==> src/rtl/cache_mem_arbiter_pkg.sv <==
// Shared cache package: default widths, FSM encoding and requester ids.
package cache_mem_arbiter_pkg;

  localparam int unsigned ADDR_W_DEF = 20;
  localparam int unsigned LINE_W_DEF = 128;

  // Bit positions of each requester inside the 2-bit request/grant vectors
  localparam int unsigned IC_IDX = 0;
  localparam int unsigned DC_IDX = 1;

  typedef enum logic [1:0] {
    ST_IDLE = 2'd0,
    ST_WB   = 2'd1,
    ST_RD   = 2'd2,
    ST_RESP = 2'd3
  } state_e;

  typedef enum logic {
    ID_IC = 1'b0,
    ID_DC = 1'b1
  } req_id_e;

endpackage

==> src/rtl/cache_mem_arbiter_if.sv <==
// Bus bundle between the two cache miss ports, the arbiter and memory.
interface cache_mem_arbiter_if
  import cache_mem_arbiter_pkg::*;
#(
  parameter int unsigned ADDR_W = ADDR_W_DEF,
  parameter int unsigned LINE_W = LINE_W_DEF
) ();

  // icache miss port
  logic              ic_req_i;
  logic [ADDR_W-1:0] ic_addr_i;
  logic              ic_fill_o;
  logic [LINE_W-1:0] ic_data_o;

  // dcache miss port with victim writeback
  logic              dc_req_i;
  logic [ADDR_W-1:0] dc_addr_i;
  logic              dc_dirty_i;
  logic [ADDR_W-1:0] dc_victim_addr_i;
  logic [LINE_W-1:0] dc_victim_data_i;
  logic              dc_fill_o;
  logic [LINE_W-1:0] dc_data_o;

  // memory port
  logic              mem_req_o;
  logic              mem_we_o;
  logic [ADDR_W-1:0] mem_addr_o;
  logic [LINE_W-1:0] mem_wdata_o;
  logic              mem_ack_i;
  logic [LINE_W-1:0] mem_rdata_i;

  logic              busy_o;

  // Arbiter side
  modport master (
    input  ic_req_i, ic_addr_i,
    input  dc_req_i, dc_addr_i, dc_dirty_i, dc_victim_addr_i, dc_victim_data_i,
    input  mem_ack_i, mem_rdata_i,
    output ic_fill_o, ic_data_o, dc_fill_o, dc_data_o,
    output mem_req_o, mem_we_o, mem_addr_o, mem_wdata_o, busy_o
  );

  // Caches and memory side
  modport slave (
    output ic_req_i, ic_addr_i,
    output dc_req_i, dc_addr_i, dc_dirty_i, dc_victim_addr_i, dc_victim_data_i,
    output mem_ack_i, mem_rdata_i,
    input  ic_fill_o, ic_data_o, dc_fill_o, dc_data_o,
    input  mem_req_o, mem_we_o, mem_addr_o, mem_wdata_o, busy_o
  );

endinterface

==> src/rtl/cache_mem_arbiter_rr_arb2.sv <==
// Two-way round-robin arbiter; remembers the last winner between grants.
module rr_arb2
  import cache_mem_arbiter_pkg::*;
(
  input  logic       clk_i,
  input  logic       rsn_i,
  input  logic [1:0] req,
  input  logic       accept,
  output logic [1:0] grant
);

  req_id_e last_q;

  // On a collision the requester that did not win last time goes first
  always_comb begin
    grant = 2'b00;
    if (req[IC_IDX] && req[DC_IDX]) begin
      if (last_q == ID_IC) begin
        grant[DC_IDX] = 1'b1;
      end else begin
        grant[IC_IDX] = 1'b1;
      end
    end else begin
      grant = req;
    end
  end

  // Record the winner whenever a grant is actually taken; icache after reset so dcache wins first
  always_ff @(posedge clk_i or negedge rsn_i) begin
    if (!rsn_i) begin
      last_q <= ID_IC;
    end else if (accept && (|grant)) begin
      last_q <= grant[DC_IDX] ? ID_DC : ID_IC;
    end
  end

endmodule

==> src/rtl/cache_mem_arbiter.sv <==
// Shares one memory port between icache and dcache refills, with dcache victim writeback.
module cache_mem_arbiter
  import cache_mem_arbiter_pkg::*;
#(
  parameter int unsigned ADDR_W = ADDR_W_DEF,
  parameter int unsigned LINE_W = LINE_W_DEF
) (
  input  logic clk_i,
  input  logic rsn_i,
  cache_mem_arbiter_if.master bus
);

  state_e            state_q, state_d;
  req_id_e           id_q, id_d;
  logic [ADDR_W-1:0] miss_addr_q, miss_addr_d;

  logic              mem_req_q, mem_req_d;
  logic              mem_we_q, mem_we_d;
  logic [ADDR_W-1:0] mem_addr_q, mem_addr_d;
  logic [LINE_W-1:0] mem_wdata_q, mem_wdata_d;
  logic              ic_fill_q, ic_fill_d;
  logic              dc_fill_q, dc_fill_d;
  logic [LINE_W-1:0] ic_data_q, ic_data_d;
  logic [LINE_W-1:0] dc_data_q, dc_data_d;
  logic              busy_q, busy_d;

  logic [1:0]        req_vec;
  logic [1:0]        grant;
  logic              idle;

  assign req_vec[IC_IDX] = bus.ic_req_i;
  assign req_vec[DC_IDX] = bus.dc_req_i;
  assign idle            = (state_q == ST_IDLE);

  rr_arb2 u_rr_arb2 (
    .clk_i  (clk_i),
    .rsn_i  (rsn_i),
    .req    (req_vec),
    .accept (idle),
    .grant  (grant)
  );

  // Next state plus next value of every registered output
  always_comb begin
    state_d     = state_q;
    id_d        = id_q;
    miss_addr_d = miss_addr_q;
    mem_req_d   = 1'b0;
    mem_we_d    = 1'b0;
    mem_addr_d  = mem_addr_q;
    mem_wdata_d = mem_wdata_q;
    ic_fill_d   = 1'b0;
    dc_fill_d   = 1'b0;
    ic_data_d   = ic_data_q;
    dc_data_d   = dc_data_q;

    unique case (state_q)
      ST_IDLE: begin
        if (grant[DC_IDX]) begin
          id_d        = ID_DC;
          miss_addr_d = bus.dc_addr_i;
          mem_req_d   = 1'b1;
          if (bus.dc_dirty_i) begin
            // Victim goes out first; its address/data are held in the memory-port registers
            state_d     = ST_WB;
            mem_we_d    = 1'b1;
            mem_addr_d  = bus.dc_victim_addr_i;
            mem_wdata_d = bus.dc_victim_data_i;
          end else begin
            state_d    = ST_RD;
            mem_addr_d = bus.dc_addr_i;
          end
        end else if (grant[IC_IDX]) begin
          id_d        = ID_IC;
          miss_addr_d = bus.ic_addr_i;
          state_d     = ST_RD;
          mem_req_d   = 1'b1;
          mem_addr_d  = bus.ic_addr_i;
        end
      end

      ST_WB: begin
        mem_req_d = 1'b1;
        mem_we_d  = 1'b1;
        if (bus.mem_ack_i) begin
          state_d    = ST_RD;
          mem_we_d   = 1'b0;
          mem_addr_d = miss_addr_q;
        end
      end

      ST_RD: begin
        mem_req_d = 1'b1;
        if (bus.mem_ack_i) begin
          state_d   = ST_RESP;
          mem_req_d = 1'b0;
          if (id_q == ID_DC) begin
            dc_data_d = bus.mem_rdata_i;
            dc_fill_d = 1'b1;
          end else begin
            ic_data_d = bus.mem_rdata_i;
            ic_fill_d = 1'b1;
          end
        end
      end

      ST_RESP: begin
        state_d = ST_IDLE;
      end

      default: begin
        state_d = ST_IDLE;
      end
    endcase

    busy_d = (state_d != ST_IDLE);
  end

  // State, latched request fields and registered outputs
  always_ff @(posedge clk_i or negedge rsn_i) begin
    if (!rsn_i) begin
      state_q     <= ST_IDLE;
      id_q        <= ID_IC;
      miss_addr_q <= '0;
      mem_req_q   <= 1'b0;
      mem_we_q    <= 1'b0;
      mem_addr_q  <= '0;
      mem_wdata_q <= '0;
      ic_fill_q   <= 1'b0;
      dc_fill_q   <= 1'b0;
      ic_data_q   <= '0;
      dc_data_q   <= '0;
      busy_q      <= 1'b0;
    end else begin
      state_q     <= state_d;
      id_q        <= id_d;
      miss_addr_q <= miss_addr_d;
      mem_req_q   <= mem_req_d;
      mem_we_q    <= mem_we_d;
      mem_addr_q  <= mem_addr_d;
      mem_wdata_q <= mem_wdata_d;
      ic_fill_q   <= ic_fill_d;
      dc_fill_q   <= dc_fill_d;
      ic_data_q   <= ic_data_d;
      dc_data_q   <= dc_data_d;
      busy_q      <= busy_d;
    end
  end

  assign bus.mem_req_o   = mem_req_q;
  assign bus.mem_we_o    = mem_we_q;
  assign bus.mem_addr_o  = mem_addr_q;
  assign bus.mem_wdata_o = mem_wdata_q;
  assign bus.ic_fill_o   = ic_fill_q;
  assign bus.ic_data_o   = ic_data_q;
  assign bus.dc_fill_o   = dc_fill_q;
  assign bus.dc_data_o   = dc_data_q;
  assign bus.busy_o      = busy_q;

endmodule

==> src/flat_wrapper.sv <==
// flat-port wrapper written by rule: the top's interface ports become plain ports
module cache_mem_arbiter_flat import cache_mem_arbiter_pkg::*;
#(
  parameter int unsigned ADDR_W = ADDR_W_DEF,
  parameter int unsigned LINE_W = LINE_W_DEF
)
  (clk_i, rsn_i, bus_ic_req_i, bus_ic_addr_i, bus_dc_req_i, bus_dc_addr_i, bus_dc_dirty_i, bus_dc_victim_addr_i, bus_dc_victim_data_i, bus_mem_ack_i, bus_mem_rdata_i, bus_ic_fill_o, bus_ic_data_o, bus_dc_fill_o, bus_dc_data_o, bus_mem_req_o, bus_mem_we_o, bus_mem_addr_o, bus_mem_wdata_o, bus_busy_o);
  cache_mem_arbiter_if #(.ADDR_W(ADDR_W), .LINE_W(LINE_W)) bus_i ();
  input  logic clk_i;
  input  logic rsn_i;
  input wire logic [$bits(bus_i.ic_req_i)-1:0] bus_ic_req_i;
  input wire logic [$bits(bus_i.ic_addr_i)-1:0] bus_ic_addr_i;
  input wire logic [$bits(bus_i.dc_req_i)-1:0] bus_dc_req_i;
  input wire logic [$bits(bus_i.dc_addr_i)-1:0] bus_dc_addr_i;
  input wire logic [$bits(bus_i.dc_dirty_i)-1:0] bus_dc_dirty_i;
  input wire logic [$bits(bus_i.dc_victim_addr_i)-1:0] bus_dc_victim_addr_i;
  input wire logic [$bits(bus_i.dc_victim_data_i)-1:0] bus_dc_victim_data_i;
  input wire logic [$bits(bus_i.mem_ack_i)-1:0] bus_mem_ack_i;
  input wire logic [$bits(bus_i.mem_rdata_i)-1:0] bus_mem_rdata_i;
  output wire logic [$bits(bus_i.ic_fill_o)-1:0] bus_ic_fill_o;
  output wire logic [$bits(bus_i.ic_data_o)-1:0] bus_ic_data_o;
  output wire logic [$bits(bus_i.dc_fill_o)-1:0] bus_dc_fill_o;
  output wire logic [$bits(bus_i.dc_data_o)-1:0] bus_dc_data_o;
  output wire logic [$bits(bus_i.mem_req_o)-1:0] bus_mem_req_o;
  output wire logic [$bits(bus_i.mem_we_o)-1:0] bus_mem_we_o;
  output wire logic [$bits(bus_i.mem_addr_o)-1:0] bus_mem_addr_o;
  output wire logic [$bits(bus_i.mem_wdata_o)-1:0] bus_mem_wdata_o;
  output wire logic [$bits(bus_i.busy_o)-1:0] bus_busy_o;
  assign bus_i.ic_req_i = bus_ic_req_i;
  assign bus_i.ic_addr_i = bus_ic_addr_i;
  assign bus_i.dc_req_i = bus_dc_req_i;
  assign bus_i.dc_addr_i = bus_dc_addr_i;
  assign bus_i.dc_dirty_i = bus_dc_dirty_i;
  assign bus_i.dc_victim_addr_i = bus_dc_victim_addr_i;
  assign bus_i.dc_victim_data_i = bus_dc_victim_data_i;
  assign bus_i.mem_ack_i = bus_mem_ack_i;
  assign bus_i.mem_rdata_i = bus_mem_rdata_i;
  assign bus_ic_fill_o = bus_i.ic_fill_o;
  assign bus_ic_data_o = bus_i.ic_data_o;
  assign bus_dc_fill_o = bus_i.dc_fill_o;
  assign bus_dc_data_o = bus_i.dc_data_o;
  assign bus_mem_req_o = bus_i.mem_req_o;
  assign bus_mem_we_o = bus_i.mem_we_o;
  assign bus_mem_addr_o = bus_i.mem_addr_o;
  assign bus_mem_wdata_o = bus_i.mem_wdata_o;
  assign bus_busy_o = bus_i.busy_o;
  cache_mem_arbiter #(.ADDR_W(ADDR_W), .LINE_W(LINE_W)) u_core (.clk_i(clk_i), .rsn_i(rsn_i), .bus(bus_i));
endmodule
==> config.mk <==
export PLATFORM = sky130hd
export DESIGN_NAME = cache_mem_arbiter_flat
export DESIGN_NICKNAME = d
export VERILOG_FILES = /design/src/rtl/cache_mem_arbiter_pkg.sv /design/src/rtl/cache_mem_arbiter_if.sv /design/src/rtl/cache_mem_arbiter_rr_arb2.sv /design/src/rtl/cache_mem_arbiter.sv /design/src/flat_wrapper.sv
export SDC_FILE = /design/constraint.sdc
export NUM_CORES = 1
export LEC_CHECK = 0
export CAP_MARGIN = 5
export CORE_AREA = 5 5 282 284
export CTS_CLUSTER_DIAMETER = 60
export CTS_CLUSTER_SIZE = 16
export DETAILED_ROUTE_END_ITERATION = 6
export DIE_AREA = 0 0 287 289
export GPL_ROUTABILITY_DRIVEN = 0
export PLACE_DENSITY = 0.56
export SLEW_MARGIN = 40
export SYNTH_ARGS = -nofsm -noshare
export SYNTH_HDL_FRONTEND = slang
export SYNTH_SLANG_ARGS = --single-unit
==> constraint.sdc <==
create_clock -name clk_i -period 2.16 [get_ports clk_i]
set_clock_uncertainty 0.1 [all_clocks]
set_input_delay 0.324 -clock clk_i [delete_from_list [all_inputs] [get_ports clk_i]]
set_output_delay 0.324 -clock clk_i [all_outputs]
set_load 0.1 [all_outputs]
# ---- Yosys cells after proc, flatten, opt, wreduce, memory -nomap -nowiden
# Cells that the tools add are included.
dict set report classes {
  n_eq_ne 5
  reduce_logical 12
  muxes 31
  n_bitwise 1
}
# op count
set op_table {}
lappend op_table {{20-bit two-way mux} 5}
lappend op_table {{20-bit case mux with 2 select lines} 1}
lappend op_table {{1-bit two-way mux} 16}
lappend op_table {{2-bit two-way mux} 6}
lappend op_table {{3-bit AND reduction} 4}
lappend op_table {{2-bit case mux with 4 select lines} 1}
lappend op_table {{2-bit nonzero test} 3}
lappend op_table {{2-bit == test, second input constant} 2}
lappend op_table {{3-bit by 1-bit inequality test with 1-bit output, second input constant} 1}
lappend op_table {{1-bit case mux with 3 select lines} 1}
lappend op_table {{2-bit by 1-bit == test with 1-bit output, second input constant} 1}
lappend op_table {{1-bit logical AND} 2}
lappend op_table {{2-bit zero test} 1}
lappend op_table {{2-bit inequality test, second input constant} 1}
lappend op_table {{1-bit case mux with 2 select lines} 1}
lappend op_table {{2-bit AND reduction} 1}
lappend op_table {{2-bit OR reduction} 1}
lappend op_table {{1-bit NOT} 1}
dict set report totals {
  word_cells 62
  ff_bits 433
}

# ---- Longest topological paths before layout
dict set report logic_depth {
  depth_word 6
  depth_mapped 7
  mapped_depth_nobuf 4
}

# ---- Modules after synthesis
# A second synthesis with hierarchy kept.
dict set report hier_totals {
  cells_unflattened 1084
  hier_area_um2 16927.5
}
# module area_each_um2 cells_each n_inst
set modules_own_cells {}
lappend modules_own_cells {cache_mem_arbiter 16872.4 1078 1}
lappend modules_own_cells {rr_arb2 55.1 6 1}

# ---- Worst setup path after synthesis
# No wires, ideal clock.
dict set report synth_path {
  path_kind {flip-flop to flip-flop}
  start {register, netlist name u_core.id_q}
  end {register u_core.mem_wdata_q[107] (netlist: u_core.bus.mem_wdata_o[107])}
  path_slack_ns 0.314
  path_stages_with_launch 7
  t_arrival_ns 1.618
  t_required_ns 1.932
  path_buffers 2
  synth_period_minus_slack_ns 1.846
  path_cell_list {dfrtp_1 a21boi_2 nor3b_2 nand2_1 buf_6 buf_6 mux2_1}
}
# item line
set synth_rtl {}
lappend synth_rtl {{end signal: assignment} cache_mem_arbiter.sv:141} ;# mem_wdata_q <= mem_wdata_d;
lappend synth_rtl {{end: declaration} cache_mem_arbiter.sv:20} ;# logic [LINE_W-1:0] mem_wdata_q, mem_wdata_d;

# ---- Worst setup path in the final report
dict set report layout_path {
  start {register u_core.state_q[1]}
  end {register u_core.mem_wdata_q[73] (netlist: u_core.bus.mem_wdata_o[73])}
}
dict set report layout_between {
  elab_chain_cells 2
}
# item line
set layout_lines {}
lappend layout_lines {{start: declaration} cache_mem_arbiter.sv:13} ;# state_e state_q, state_d;
lappend layout_lines {{start signal: assignment} cache_mem_arbiter.sv:135} ;# state_q <= state_d;
lappend layout_lines {{2-bit zero test} cache_mem_arbiter.sv:57} ;# unique case (state_q)
lappend layout_lines {{3-bit AND reduction (no source line)} n/a}
# No other way between the ends.
# A chain may end at the register's enable or synchronous reset.

==> impl_metrics.py <==
metrics = {
    "detailed_routing": {
        "dr_total_vias": 13400,
        "via_per_inst": 4.15,
        "firstDrtPassIters": 5,
        "drtIter0Drc": 563,
        "routedWlPerCell_um": 20.2,
        "route.detailed.drc": 0,
        "drt_wl_total_um": 65000,
        "antenna_left": 0,
    },
    "sta": {
        "min_period_ns": 2.01,
        "worst_hold_slack_ns": 0.179,
        "drv_slew": 0,
        "relSlewSlack": 0.615,
        "grt_setup_unrepaired": "no",
        "fin_crit_sh": 0.932,
        "achievable-frequency_mhz": 497,
        "tightestPinTransition_ns": 0.572,
        "finalHoldViolations": 0,
        "setup_violations": 0,
    },
    "cts": {
        "cts_buffer_depth": 3,
        "htree_levels": 2,
        "clock_sinks": 432,
        "clk_latency_ns": 0.56,
        "cts_buffers": 45,
        "post_cts_resized": 0,
        "clock-root-buffer": "clkbuf_16",
        "cts_tree": "yes",
        "clk_pin_slew_ns": 0.07,
    },
    "worst_hold_path": {
        "hp-class": "in2async",
    },
    "global_route": {
        "grtUsageMet2": 0.265,
        "met1_usage": 0.180,
        "grt_pass1_vias": 14500,
        "grt_start_max_net_pins": 66,
        "overflow": 0,
        "gr-usage-met3": 0.0356,
        "grt_use_total": 0.149,
        "antenna_found_initial": 7,
        "grt_pass1_wl_um": 95200,
        "gr-max-usage-layer": "met2",
    },
    "logic_synthesis": {
        "yosysUniqueCellTypes": 28,
        "ys_seq_area_frac": 0.636,
        "syn-num-nets": 1682,
        "yosysTopAreaCellShare": 0.636,
        "synth_top_cell_by_area": "dfrtp_1",
        "syn_avg_cell_area_um2": 12.5,
        "ys_seq_elements": 432,
        "syn_area_um2": 17000,
        "netlist_instances": 1360,
        "yosysWarnings": 0,
        "synth_area_leaders": "dfrtp_1 (64%), mux2_2 (10%), nand2_1 (9.9%)",
    },
    "job": {
        "drv_cap": 0,
    },
    "finish": {
        "final_common_cell": "buf_4",
        "final_cell_mix": "buf_4 (464), nand2_1 (447), dfrtp_1 (432)",
        "num-fill-cells": 7721,
        "fin_nets": 2461,
        "area_growth_pct": 57.1,
        "drive_gt1_frac": 0.370,
        "finalInstanceArea_um2": 26700,
    },
    "setup_path": {
        "crit_path_end_kind": "flip-flop",
        "r2r-end": "u_core.bus.mem_wdata_o[73]$_DFFE_PN0P_",
        "max_stage_delay_ns": 0.55,
        "reg2reg_slack_ns": 0.15,
        "startpoint_type": "flip-flop",
        "critPathSlowestCell": "dfrtp_1",
        "rr_startpoint": "u_core.state_q[1]$_DFF_PN0_",
        "crit_fanout": 64,
        "crit_buf_inv": 2,
        "crit_chain": "buf_4 -> nor3b_2 -> nand2_4 -> buf_12 -> mux2_1",
        "cp_data_arrival_time_ns": 2.36,
        "cpLargestDelayFamily": "buffers and inverters",
        "worstPathRequired_ns": 2.50,
        "r2r.worst_path.cells": 5,
        "path_class": "reg2reg",
    },
    "outcome": {
        "status": "finished clean",
    },
    "place": {
        "place_hpwl_um": 50600,
        "placed_area_um2": 25200,
        "portBuffers": 730,
    },
    "die": {
        "core_um2": 76800,
        "pin_count": 731,
        "dieArea_um2": 82900,
        "fp.dieH_um": 289,
        "dieWidth_um": 287,
        "initial_core_util": 0.221,
        "rows": 102,
    },
}
-- synthesized netlist by cell type (all sizes together) --
cell    instances
mux2          256
o21ai          21
nand4b          1
a31oi          20
or3             1
buf            34
or2             1
a221oi          1
a21boi          1
mux2i          20
nor2b           1
dfrtp         432
nor2           25
nor3b           1
a21o            1
nor4            2
inv             2
o211ai         21
nor3            2
clkbuf         47
nand2         448
nand3b          1
a22oi          20
a21oi           1
-- timing repair --
action,4_1_cts,5_1_grt
buffers inserted,0,0
hold buffers,1,0
endpoints found under the hold margin,171,0
-- metrics by stage --
step                      instances  setup TNS [ns]   util  worst slack [ns]
final                          3219               0  0.348             0.146
after global routing           3218               0  0.348            0.0906
after CTS                      3214               0  0.347             0.105
after detailed placement       3131          -28.43  0.327            -0.202
after global placement         3131          -20.24  0.327            -0.206
after floorplan                1360               0      -             0.314
-- worst reg2reg max path, delay by kind of cell (launching register included) --
kind                   cells  cell delay [ns]
muxes                      1             0.44
DFF                        1             0.55
buffers and inverters      2             0.61
and+or+nand+nor            2             0.20
-- state kept, by name (all words and copies together), names as in the netlist --
name                    count
u_core.state_q              2
u_core.bus.dc_fill_o        1
u_core.miss_addr_q         20
u_core.bus.mem_wdata_o    128
u_core.bus.ic_fill_o        1
u_core.bus.mem_we_o         1
u_core.bus.mem_req_o        1
u_core.bus.dc_data_o      128
u_core.bus.ic_data_o      128
u_core.id_q                 1
u_core.bus.busy_o           1
u_core.bus.mem_addr_o      20
-- layout make-up --
| cell class | instances | area (µm²) | area share |
|---|---|---|---|
| Clock inverter | 27 | 320 | 0.0120 |
| Antenna cell | 5 | 12.5 | 0.000468 |
| Timing Repair Buffer | 813 | 7250 | 0.272 |
| Clock buffer | 55 | 1200 | 0.0451 |
| Tap cell | 1040 | 1300 | 0.0487 |
| Multi-Input combinational cell | 845 | 5800 | 0.217 |
| Inverter | 2 | 10.0 | 0.000375 |
| Sequential cell | 432 | 10800 | 0.405 |
-- logic make-up (layout without fill, tap and decap cells) --
family,after synthesis,in the layout,synth area share
AOI/OAI and AO/OA,86,86,0.0336
DFF,432,432,0.636
muxes,276,276,0.197
and+or+nand+nor,483,483,0.109
other,0,5,0
buffers and inverters,83,897,0.0245
-- worst max path at each step --
stage,slack [ns],start,cells after the start,endpoint
2_1_floorplan,0.31,u_core.id_q$_DFFE_PN0P_,6,u_core.bus.mem_wdata_o[107]$_DFFE_PN0P_
3_3_place_gp,-0.21,bus_dc_req_i,6,u_core.bus.mem_wdata_o[57]$_DFFE_PN0P_
3_5_place_dp,-0.20,bus_dc_req_i,6,u_core.bus.mem_wdata_o[58]$_DFFE_PN0P_
4_1_cts,0.10,u_core.state_q[1]$_DFF_PN0_,5,u_core.bus.dc_data_o[125]$_DFFE_PN0P_
5_1_grt,0.09,u_core.state_q[1]$_DFF_PN0_,5,u_core.bus.dc_data_o[125]$_DFFE_PN0P_
6_report,0.15,u_core.state_q[1]$_DFF_PN0_,5,u_core.bus.mem_wdata_o[73]$_DFFE_PN0P_
-- routing by layer --
| metal | vias up | wire length [µm] |
|---|---|---|
| met5 | - | 0 |
| met4 | 0 | 1630 |
| met3 | 75 | 4200 |
| met2 | 449 | 33800 |
| met1 | 6719 | 25300 |
| li1 | 6117 | - |
Power is left out: the tool's default activity adds up to more than one toggle a clock period on the data nets, which glitch-free logic cannot reach.
